[src/rtl/mips32_loader_pkg.sv]
// Shared definitions for the mips32 boot-time program loader: FSM encoding,
// frame field widths and the default sync marker.
package mips32_loader_pkg;

  typedef enum logic [2:0] {
    ST_IDLE   = 3'd0,
    ST_LEN_HI = 3'd1,
    ST_LEN_LO = 3'd2,
    ST_DATA   = 3'd3,
    ST_CSUM   = 3'd4,
    ST_DONE   = 3'd5,
    ST_ERROR  = 3'd6
  } state_t;

  localparam logic [7:0] SYNC_BYTE_DEF = 8'hA5;
  localparam int BYTE_W = 8;
  localparam int WORD_W = 32;
  localparam int LEN_W  = 16;
  localparam int TMO_W  = 16;
  localparam int LANE_W = 2;

  // Number of words that fit between the base address and the top of memory.
  function automatic int max_words(input int addr_w, input int base);
    return (1 << addr_w) - base;
  endfunction

endpackage

[src/rtl/mips32_prog_loader_if.sv]
// Byte-stream input and memory write port of the program loader.
// The loader uses the slave view; the stream source / memory model uses master.
interface mips32_prog_loader_if #(
  parameter int ADDR_W = 10
) ();
  logic              in_valid;
  logic [7:0]        in_data;
  logic              in_ready;
  logic              mem_we;
  logic [ADDR_W-1:0] mem_addr;
  logic [31:0]       mem_wdata;

  modport master (
    output in_valid, in_data,
    input  in_ready, mem_we, mem_addr, mem_wdata
  );

  modport slave (
    input  in_valid, in_data,
    output in_ready, mem_we, mem_addr, mem_wdata
  );
endinterface

[src/rtl/loader_word_packer.sv]
// Packs accepted bytes MSB-first into 32-bit words; word_valid pulses for one
// cycle after the fourth byte, and clr drops any partially packed word.
module loader_word_packer
  import mips32_loader_pkg::*;
(
  input  logic              clk1,
  input  logic              rst_n,
  input  logic              clr,
  input  logic              byte_en,
  input  logic [BYTE_W-1:0] byte_in,
  output logic [LANE_W-1:0] lane,
  output logic              word_valid,
  output logic [WORD_W-1:0] word_data
);

  logic [LANE_W-1:0]        lane_reg;
  logic [WORD_W-BYTE_W-1:0] shift_reg;
  logic [WORD_W-1:0]        word_reg;
  logic                     valid_reg;
  logic                     last_lane;

  assign last_lane = &lane_reg;

  always_ff @(posedge clk1 or negedge rst_n) begin
    if (!rst_n) begin
      lane_reg  <= '0;
      shift_reg <= '0;
      word_reg  <= '0;
      valid_reg <= 1'b0;
    end else if (clr) begin
      lane_reg  <= '0;
      shift_reg <= '0;
      valid_reg <= 1'b0;
    end else begin
      valid_reg <= byte_en && last_lane;
      if (byte_en) begin
        lane_reg  <= lane_reg + LANE_W'(1);
        shift_reg <= {shift_reg[WORD_W-2*BYTE_W-1:0], byte_in};
        if (last_lane) begin
          word_reg <= {shift_reg, byte_in};
        end
      end
    end
  end

  assign lane       = lane_reg;
  assign word_valid = valid_reg;
  assign word_data  = word_reg;

endmodule

[src/rtl/mips32_prog_loader.sv]
// Boot loader: parses SYNC/LEN/payload/CSUM frames, writes the payload words
// into core memory from BASE_ADDR and releases the core once the checksum passes.
module mips32_prog_loader
  import mips32_loader_pkg::*;
#(
  parameter int         ADDR_W    = 10,
  parameter int         BASE_ADDR = 0,
  parameter int         TIMEOUT   = 65535,
  parameter logic [7:0] SYNC_BYTE = SYNC_BYTE_DEF
) (
  input  logic                clk1,
  input  logic                rst_n,
  mips32_prog_loader_if.slave bus,
  output logic [ADDR_W:0]     words_loaded,
  output logic                core_run,
  output logic                load_err,
  output logic                busy
);

  localparam int                MAX_WORDS = max_words(ADDR_W, BASE_ADDR);
  localparam logic [ADDR_W-1:0] BASE      = ADDR_W'(BASE_ADDR);

  state_t             state_reg, state_next;
  logic [LEN_W-1:0]   len_reg, len_next;
  logic [BYTE_W-1:0]  csum_reg, csum_next;
  logic [ADDR_W:0]    wl_reg, wl_next;
  logic [ADDR_W-1:0]  addr_reg, addr_next;
  logic [TMO_W-1:0]   tmo_reg, tmo_next;

  logic               accept;
  logic               is_sync;
  logic               in_frame;
  logic               pk_en;
  logic               pk_clr;
  logic [LANE_W-1:0]  pk_lane;
  logic               pk_valid;
  logic [WORD_W-1:0]  pk_word;
  logic [ADDR_W:0]    wl_inc;

  assign bus.in_ready = (state_reg != ST_DONE);
  assign accept       = bus.in_valid && bus.in_ready;
  assign is_sync      = (bus.in_data == SYNC_BYTE);
  assign in_frame     = (state_reg == ST_LEN_HI) || (state_reg == ST_LEN_LO) ||
                        (state_reg == ST_DATA)   || (state_reg == ST_CSUM);
  assign wl_inc       = wl_reg + (ADDR_W+1)'(1);

  loader_word_packer u_packer (
    .clk1       (clk1),
    .rst_n      (rst_n),
    .clr        (pk_clr),
    .byte_en    (pk_en),
    .byte_in    (bus.in_data),
    .lane       (pk_lane),
    .word_valid (pk_valid),
    .word_data  (pk_word)
  );

  always_ff @(posedge clk1 or negedge rst_n) begin
    if (!rst_n) begin
      state_reg <= ST_IDLE;
      len_reg   <= '0;
      csum_reg  <= '0;
      wl_reg    <= '0;
      addr_reg  <= BASE;
      tmo_reg   <= '0;
    end else begin
      state_reg <= state_next;
      len_reg   <= len_next;
      csum_reg  <= csum_next;
      wl_reg    <= wl_next;
      addr_reg  <= addr_next;
      tmo_reg   <= tmo_next;
    end
  end

  always_comb begin
    state_next = state_reg;
    len_next   = len_reg;
    csum_next  = csum_reg;
    wl_next    = wl_reg;
    addr_next  = addr_reg;
    tmo_next   = '0;
    pk_en      = 1'b0;
    pk_clr     = 1'b0;

    case (state_reg)
      ST_IDLE, ST_ERROR: begin
        if (accept && is_sync) begin
          state_next = ST_LEN_HI;
          csum_next  = '0;
          wl_next    = '0;
          pk_clr     = 1'b1;
        end
      end
      ST_LEN_HI: begin
        if (accept) begin
          len_next   = {bus.in_data, len_reg[BYTE_W-1:0]};
          csum_next  = csum_reg ^ bus.in_data;
          state_next = ST_LEN_LO;
        end
      end
      ST_LEN_LO: begin
        if (accept) begin
          len_next  = {len_reg[LEN_W-1:BYTE_W], bus.in_data};
          csum_next = csum_reg ^ bus.in_data;
          if (len_next == '0) begin
            state_next = ST_CSUM;
          end else if (32'(len_next) > 32'(MAX_WORDS)) begin
            state_next = ST_ERROR;
          end else begin
            state_next = ST_DATA;
          end
        end
      end
      ST_DATA: begin
        if (accept) begin
          pk_en     = 1'b1;
          csum_next = csum_reg ^ bus.in_data;
          if (&pk_lane) begin
            // Address latched with the pre-increment count, alongside the packer's word.
            addr_next = BASE + wl_reg[ADDR_W-1:0];
            wl_next   = wl_inc;
            if (32'(wl_inc) == 32'(len_reg)) begin
              state_next = ST_CSUM;
            end
          end
        end
      end
      ST_CSUM: begin
        if (accept) begin
          state_next = (bus.in_data == csum_reg) ? ST_DONE : ST_ERROR;
        end
      end
      default: ;
    endcase

    if (in_frame && !accept && (TIMEOUT != 0)) begin
      if (32'(tmo_reg) == 32'(TIMEOUT - 1)) begin
        state_next = ST_ERROR;
        pk_clr     = 1'b1;
      end else begin
        tmo_next = tmo_reg + TMO_W'(1);
      end
    end
  end

  assign bus.mem_we    = pk_valid;
  assign bus.mem_addr  = addr_reg;
  assign bus.mem_wdata = pk_word;
  assign words_loaded  = wl_reg;
  assign core_run      = (state_reg == ST_DONE);
  assign load_err      = (state_reg == ST_ERROR);
  assign busy          = in_frame;

endmodule

[src/flat_wrapper.sv]
// flat-port wrapper written by rule: the top's interface ports become plain ports
module mips32_prog_loader_flat import mips32_loader_pkg::*;
#(
  parameter int         ADDR_W    = 10,
  parameter int         BASE_ADDR = 0,
  parameter int         TIMEOUT   = 65535,
  parameter logic [7:0] SYNC_BYTE = SYNC_BYTE_DEF
)
  (clk1, rst_n, words_loaded, core_run, load_err, busy, bus_in_valid, bus_in_data, bus_in_ready, bus_mem_we, bus_mem_addr, bus_mem_wdata);
  mips32_prog_loader_if #(.ADDR_W(ADDR_W)) bus_i ();
  input  logic clk1;
  input  logic rst_n;
  output logic [ADDR_W:0] words_loaded;
  output logic core_run;
  output logic load_err;
  output logic busy;
  input wire logic [$bits(bus_i.in_valid)-1:0] bus_in_valid;
  input wire logic [$bits(bus_i.in_data)-1:0] bus_in_data;
  output wire logic [$bits(bus_i.in_ready)-1:0] bus_in_ready;
  output wire logic [$bits(bus_i.mem_we)-1:0] bus_mem_we;
  output wire logic [$bits(bus_i.mem_addr)-1:0] bus_mem_addr;
  output wire logic [$bits(bus_i.mem_wdata)-1:0] bus_mem_wdata;
  assign bus_i.in_valid = bus_in_valid;
  assign bus_i.in_data = bus_in_data;
  assign bus_in_ready = bus_i.in_ready;
  assign bus_mem_we = bus_i.mem_we;
  assign bus_mem_addr = bus_i.mem_addr;
  assign bus_mem_wdata = bus_i.mem_wdata;
  mips32_prog_loader #(.ADDR_W(ADDR_W), .BASE_ADDR(BASE_ADDR), .TIMEOUT(TIMEOUT), .SYNC_BYTE(SYNC_BYTE)) u_core (.clk1(clk1), .rst_n(rst_n), .bus(bus_i), .words_loaded(words_loaded), .core_run(core_run), .load_err(load_err), .busy(busy));
endmodule
[config.mk]
export PLATFORM = sky130hd
export DESIGN_NAME = mips32_prog_loader_flat
export DESIGN_NICKNAME = d
export VERILOG_FILES = /design/src/rtl/mips32_loader_pkg.sv /design/src/rtl/mips32_prog_loader_if.sv /design/src/rtl/loader_word_packer.sv /design/src/rtl/mips32_prog_loader.sv /design/src/flat_wrapper.sv
export SDC_FILE = /design/constraint.sdc
export NUM_CORES = 1
export LEC_CHECK = 0
export CAP_MARGIN = 20
export CORE_MARGIN = 2
export CORE_UTILIZATION = 45
export DETAILED_ROUTE_END_ITERATION = 6
export PLACE_DENSITY = 0.65
export RECOVER_POWER = 100
export SYNTH_ARGS = -nofsm -noshare
export SYNTH_HDL_FRONTEND = slang
export SYNTH_SLANG_ARGS = --single-unit
[constraint.sdc]
create_clock -name clk1 -period 5.6 [get_ports clk1]
set_input_delay 1.12 -clock clk1 [delete_from_list [all_inputs] [get_ports clk1]]
set_output_delay 1.12 -clock clk1 [all_outputs]
set_load 0.01 [all_outputs]
Word-level counts from Yosys, hierarchy flattened
Index checks and enable logic that the tools add are counted.
{ "totals": {"output_inout_bits": 58, "ff_bits": 123} }
{ "op_classes": {"bitwise": 4, "eq_ne": 15, "order_cmp": 1, "n_reduce_logical": 22, "add_sub_neg": 3, "n_mux": 36} }
{ "ops": {"columns": ["op", "n"], "rows": [
  ["16-bit two-way mux", 3],
  ["24-bit two-way mux", 2],
  ["11-bit two-way mux", 3],
  ["3-bit two-way mux", 11],
  ["16-bit one-hot mux with 2 select lines", 1],
  ["8-bit two-way mux", 3],
  ["11-bit one-hot mux with 2 select lines", 1],
  ["16-bit by 1-bit adder with 16-bit output (second input constant)", 1],
  ["11-bit by 16-bit equality test with 1-bit output", 1],
  ["16-bit equality test (second input constant)", 1],
  ["16-bit by 11-bit greater-than comparator with 1-bit output (second input constant)", 1],
  ["16-bit zero test", 1],
  ["8-bit one-hot mux with 2 select lines", 1],
  ["3-bit one-hot mux with 5 select lines", 1],
  ["4-bit AND reduction", 3],
  ["11-bit by 1-bit adder with 11-bit output (second input constant)", 1],
  ["3-bit equality test (second input constant)", 3],
  ["3-bit AND reduction", 3],
  ["8-bit equality test", 1],
  ["8-bit equality test (second input constant)", 1],
  ["8-bit bitwise XOR", 1],
  ["1-bit two-way mux", 7],
  ["3-bit by 2-bit equality test with 1-bit output (second input constant)", 2],
  ["2-bit two-way mux", 3],
  ["other kinds (14)", 25]
]} }

Longest topological paths before layout
{ "logic_depth": {"ltp_word": 9, "depth_mapped": 8} }

Cells and area by module
From an unflattened synthesis, not the netlist that was laid out.
{ "unflattened": {"hier_cells": 546, "hier_area_um2": 5998.3} }
{ "modules_own_cells": {"columns": ["mod", "n_inst", "area_each_um2", "cells_each", "seq_area_each_um2"], "rows": [
  ["mips32_prog_loader", 1, 3584.7, 391, 1601.5],
  ["loader_word_packer", 1, 2413.6, 155, 1476.4]
]} }

Worst setup path after synthesis
Ideal clock, no wire load.
{ "synth_path": {"path_kind": "input -> register", "startpoint": "input port bus_in_data[3]", "endpoint": "register u_core.csum_reg[0]", "setup_slack_ps": 2939, "cell_stages": 7, "setup_ps": 124, "arrival_ps": 2536, "path_cell_list": "buf_4 -> or4_4 -> o31a_1 -> o22ai_1 -> nand2_2 -> o21ai_1 -> o21ai_1"} }
{ "synth_via": {"elab_chain_len": 4} }
{ "synth_rtl": {"columns": ["item", "line", "rtl"], "rows": [
  ["start: declaration", "flat_wrapper.sv:18", "input wire logic [$bits(bus_i.in_data)-1:0] bus_in_data;"],
  ["8-bit equality test", "mips32_prog_loader.sv:42", "assign is_sync = (bus.in_data == SYNC_BYTE);"],
  ["1-bit logical AND", "mips32_prog_loader.sv:88", "if (accept && is_sync) begin"],
  ["2-bit by 1-bit inequality test with 1-bit output (no line)", null, null],
  ["3-bit AND reduction (no line)", null, null],
  ["end signal: assignment", "mips32_prog_loader.sv:69", "csum_reg <= csum_next;"],
  ["end: declaration", "mips32_prog_loader.sv:25", "logic [BYTE_W-1:0] csum_reg, csum_next;"]
]} }
Every way passes these cells.
A chain may end at the register's enable or synchronous reset.

Final worst setup path
{ "layout_path": {"startpoint": "input port bus_in_valid", "endpoint": "register u_core.u_packer.word_reg[8], in the netlist u_core.u_packer.word_data[8]"} }
{ "layout_via": {"elab_chain_len": 8, "elab_cells_between_ends": 12} }
{ "layout_rtl": {"columns": ["item", "line", "rtl"], "rows": [
  ["start: declaration", "flat_wrapper.sv:17", "input wire logic [$bits(bus_i.in_valid)-1:0] bus_in_valid;"],
  ["1-bit logical AND (*)", "mips32_prog_loader.sv:41", "assign accept = bus.in_valid && bus.in_ready;"],
  ["1-bit logical AND", "mips32_prog_loader.sv:88", null],
  ["1-bit two-way mux", "mips32_prog_loader.sv:88", null],
  ["1-bit two-way mux", "mips32_prog_loader.sv:86", "case (state_reg)"],
  ["1-bit two-way mux", "mips32_prog_loader.sv:138", "if (32'(tmo_reg) == 32'(TIMEOUT - 1)) begin"],
  ["1-bit two-way mux", "mips32_prog_loader.sv:137", "if (in_frame && !accept && (TIMEOUT != 0)) begin"],
  ["1-bit inverter (no line)", null, null],
  ["4-bit AND reduction (no line) (*)", null, null],
  ["end signal: assignment", "loader_word_packer.sv:40", "word_reg <= {shift_reg, byte_in};"],
  ["end: declaration", "loader_word_packer.sv:18", "logic [WORD_W-1:0] word_reg;"]
]} }
Every way passes the cells marked *; elsewhere a longest branch is shown, timed or not.

==> metrics <==
share of cells above drive strength 1 13.8%; register bit total from synthesis 123; setup TNS 0 ns; Worst VDD drop 211 uV; WP data required 5.90 ns; worst skew pair latency 0.41 ns; CTS tree done; max_slew headroom -49.8%; worst clock skew 0.00740 ns; Total Nets Final 636; CTS clk-pin slew, worst paths 0.05 ns; filler instances 1099; Worst Path Buf+Inv 2; synthesized cell area 0.00576 mm2; post-route ant nets 0; Final Non-Filler Cells 804; Largest register FFs 32; # DRC 0; CTS root buf clkbuf_16; share of the synthesized area in the top cell type 53.4%; area grow syn2layout 22.3%; crit path time final 4.34 ns; final WL 12700 um; vias 4303; sequential fraction of the synthesis area 53.4%; post-CTS sizing 0; Final Cell Area 0.00705 mm2; register area 0.00308 mm2; starting density of the core 45.8%; GP Congestion 0.842; WP data arrival 4.64 ns; Least-Margin Pin Slew 2.25 ns; row cnt 41; final worst path period share 77.6%; hold_buf cts 0; core area 0.0126 mm2; initial antenna violation count 0; Power, Total 1.95 mW; Placed Cells 773; Synth Flop Type dfrtp_1; largest net degree at the start of global routing 84; number of flops mapped to enable cells by yosys 0; CTS Sinks 123; Syn. warnings 0; # IOs 69; worst stage delay on the critical path 0.82 ns; RSZ-0062 raised after global routing false; routed wire length per instance 15.7 um; vias in the first global route 4042; setup bufs post-CTS 0; FFs w/ async S/R, synth 100%; status complete, but fails checks; Max Cap Viol 2; count of final setup violators 0; worst min path class reg2reg; syn avg cell area 10.3 um2; Die Footprint 0.0137 mm2; DPL Wire Length 8360 um; synthesized instance count 561; Top delay family on crit path simple AND/OR/NAND/NOR gates; Pins Over Slew Limit 68; first-pass GRT wire length 20800 um; GRT Residual Overflow 0; clk buf depth 2; Setup crit end kind flop; Area contributors post-synth dfrtp_1 (53%), mux2_2 (9.2%), nand2_1 (6.5%); Critical Path, Cell by Cell dlygate4sd3_1, nand2b_1, nor2_4, and3_1, clkbuf_1, mux2_2; Die Ht 117 um; violated checks max-capacitance violations, max-slew violations; Yosys cell types 50; maximum clock frequency 230 MHz; power density cells 277 mW/mm2; Multi-input gate area 0.00246 mm2; GRT Total Usage 19.8%; # H-tree levels 4; Worst setup SP type input pin; ant diodes 0; DR iter-0 viols 268; post-DR vias/cell 5.35; Final Hold Viols 0; critical path peak fanout 28; Inserted Clock Buffers 17; Chip Width 117 um; post-synthesis net count 576; Worst path slowest cell dlygate4sd3_1; Yosys top cell by area dfrtp_1; dpl cell area 0.00653 mm2; TritonRoute pass-1 iters 5; Crit Path Category in2reg; Leakage 3.34 nW; I/O Buffers 68
## final timing paths
kind	cells past startpoint	from	slack [ns]	end
max	6	bus_in_valid	1.26	u_core.u_packer.word_data[8]
min	2	u_core.bus.mem_addr[1]	0.46	u_core.bus.mem_addr[1]
max reg2reg	5	u_core.state_reg[0]	2.10	u_core.u_packer.word_data[8]
min reg2reg	2	u_core.bus.mem_addr[1]	0.46	u_core.bus.mem_addr[1]
max in group asynchronous	3	rst_n	2.10	u_core.csum_reg[7]
min in group asynchronous	1	rst_n	1.37	u_core.bus.mem_addr[5]
## through the flow
stage                     setup slack [ns]  utilization (%)  hold WS, ns
after detailed placement              1.25             52.0        0.462
after floorplan                       2.94                -        0.479
final                                 1.26             56.1        0.463
after global routing                 0.919             56.1        0.503
after global placement                1.38             52.0        0.459
after CTS                             1.67             56.3        0.476
## report_power, final
group | switching, mW | total [mW] | leakage [nW] | internal [mW]
Clock | 0.386 | 0.979 | 0.256 | 0.593
Sequential | 0.00821 | 0.907 | 1.68 | 0.899
Combinational | 0.0412 | 0.0637 | 1.40 | 0.0225
Total | 0.436 | 1.95 | 3.34 | 1.51
## Yosys cell counts, types with 3 or more instances
| library cell | instances |
|---|---|
| a21oi_1 | 33 |
| a31oi_1 | 3 |
| and3_1 | 7 |
| and4_1 | 4 |
| buf_2 | 11 |
| buf_4 | 3 |
| clkbuf_1 | 16 |
| dfrtp_1 | 123 |
| ha_1 | 4 |
| inv_1 | 11 |
| mux2_2 | 47 |
| nand2_1 | 100 |
| nand2b_1 | 9 |
| nand3_1 | 15 |
| nand4_1 | 8 |
| nor2_1 | 38 |
| nor3_1 | 4 |
| nor4_1 | 8 |
| o211ai_1 | 4 |
| o21ai_0 | 20 |
| o21ai_1 | 17 |
| o22ai_1 | 3 |
| o31ai_1 | 4 |
| or2_2 | 3 |
| xnor2_1 | 13 |
| xor2_1 | 25 |
## cell type report
| type | instances | area share [%] |
|---|---|---|
| clock buffer | 20 | 6.62 |
| multi-input combinational | 395 | 34.9 |
| inverter | 11 | 0.586 |
| sequential | 123 | 43.7 |
| clock inverter | 10 | 1.01 |
| timing repair buffer | 73 | 10.1 |
| tap | 172 | 3.05 |
## worst reg2reg max path, stage by stage, from the launching register on
cell	delay (ns)
dfrtp_1	0.64
nand2_1	0.28
nor2_4	0.56
and3_1	0.78
clkbuf_1	0.71
mux2_2	0.42
## placed cells by master (no fill, tap or decap), types with 4 or more instances in the layout
cell type,n
dfrtp_1,123
nand2_1,101
dlygate4sd3_1,60
mux2_2,46
nor2_1,38
a21oi_1,33
o21ai_0,26
xor2_1,25
clkbuf_16,17
nand3_1,15
xnor2_1,13
o21ai_1,12
inv_1,11
nand2b_1,9
nand4_1,8
nor4_1,8
and3_1,7
clkdlybuf4s50_1,7
nor3_1,5
and4_1,4
o211ai_1,4
o31ai_1,4
ha_1,4
clkinvlp_4,4
## kinds of logic (layout without fill, tap and decap cells)
logic type               count (synthesis)  count (layout)  synth area share [%]
AO/OA/AOI/OAI                           95              95                  9.58
adder cells (fa/ha/maj)                  4               4                 0.869
AND/OR/NAND/NOR                        209             209                  17.2
flip-flops                             123             123                  53.4
XOR/XNOR                                39              39                  6.17
multiplexers                            48              48                  9.38
buffers and inverters                   43             114                  3.37
## layer usage
layer	routed length, um	global-route usage [%]
met1	5820	27.1
met2	6130	30.3
met3	532	5.25
met4	174	7.37
met5	0	0
No activity file was read; power rests on OpenSTA's default activity.
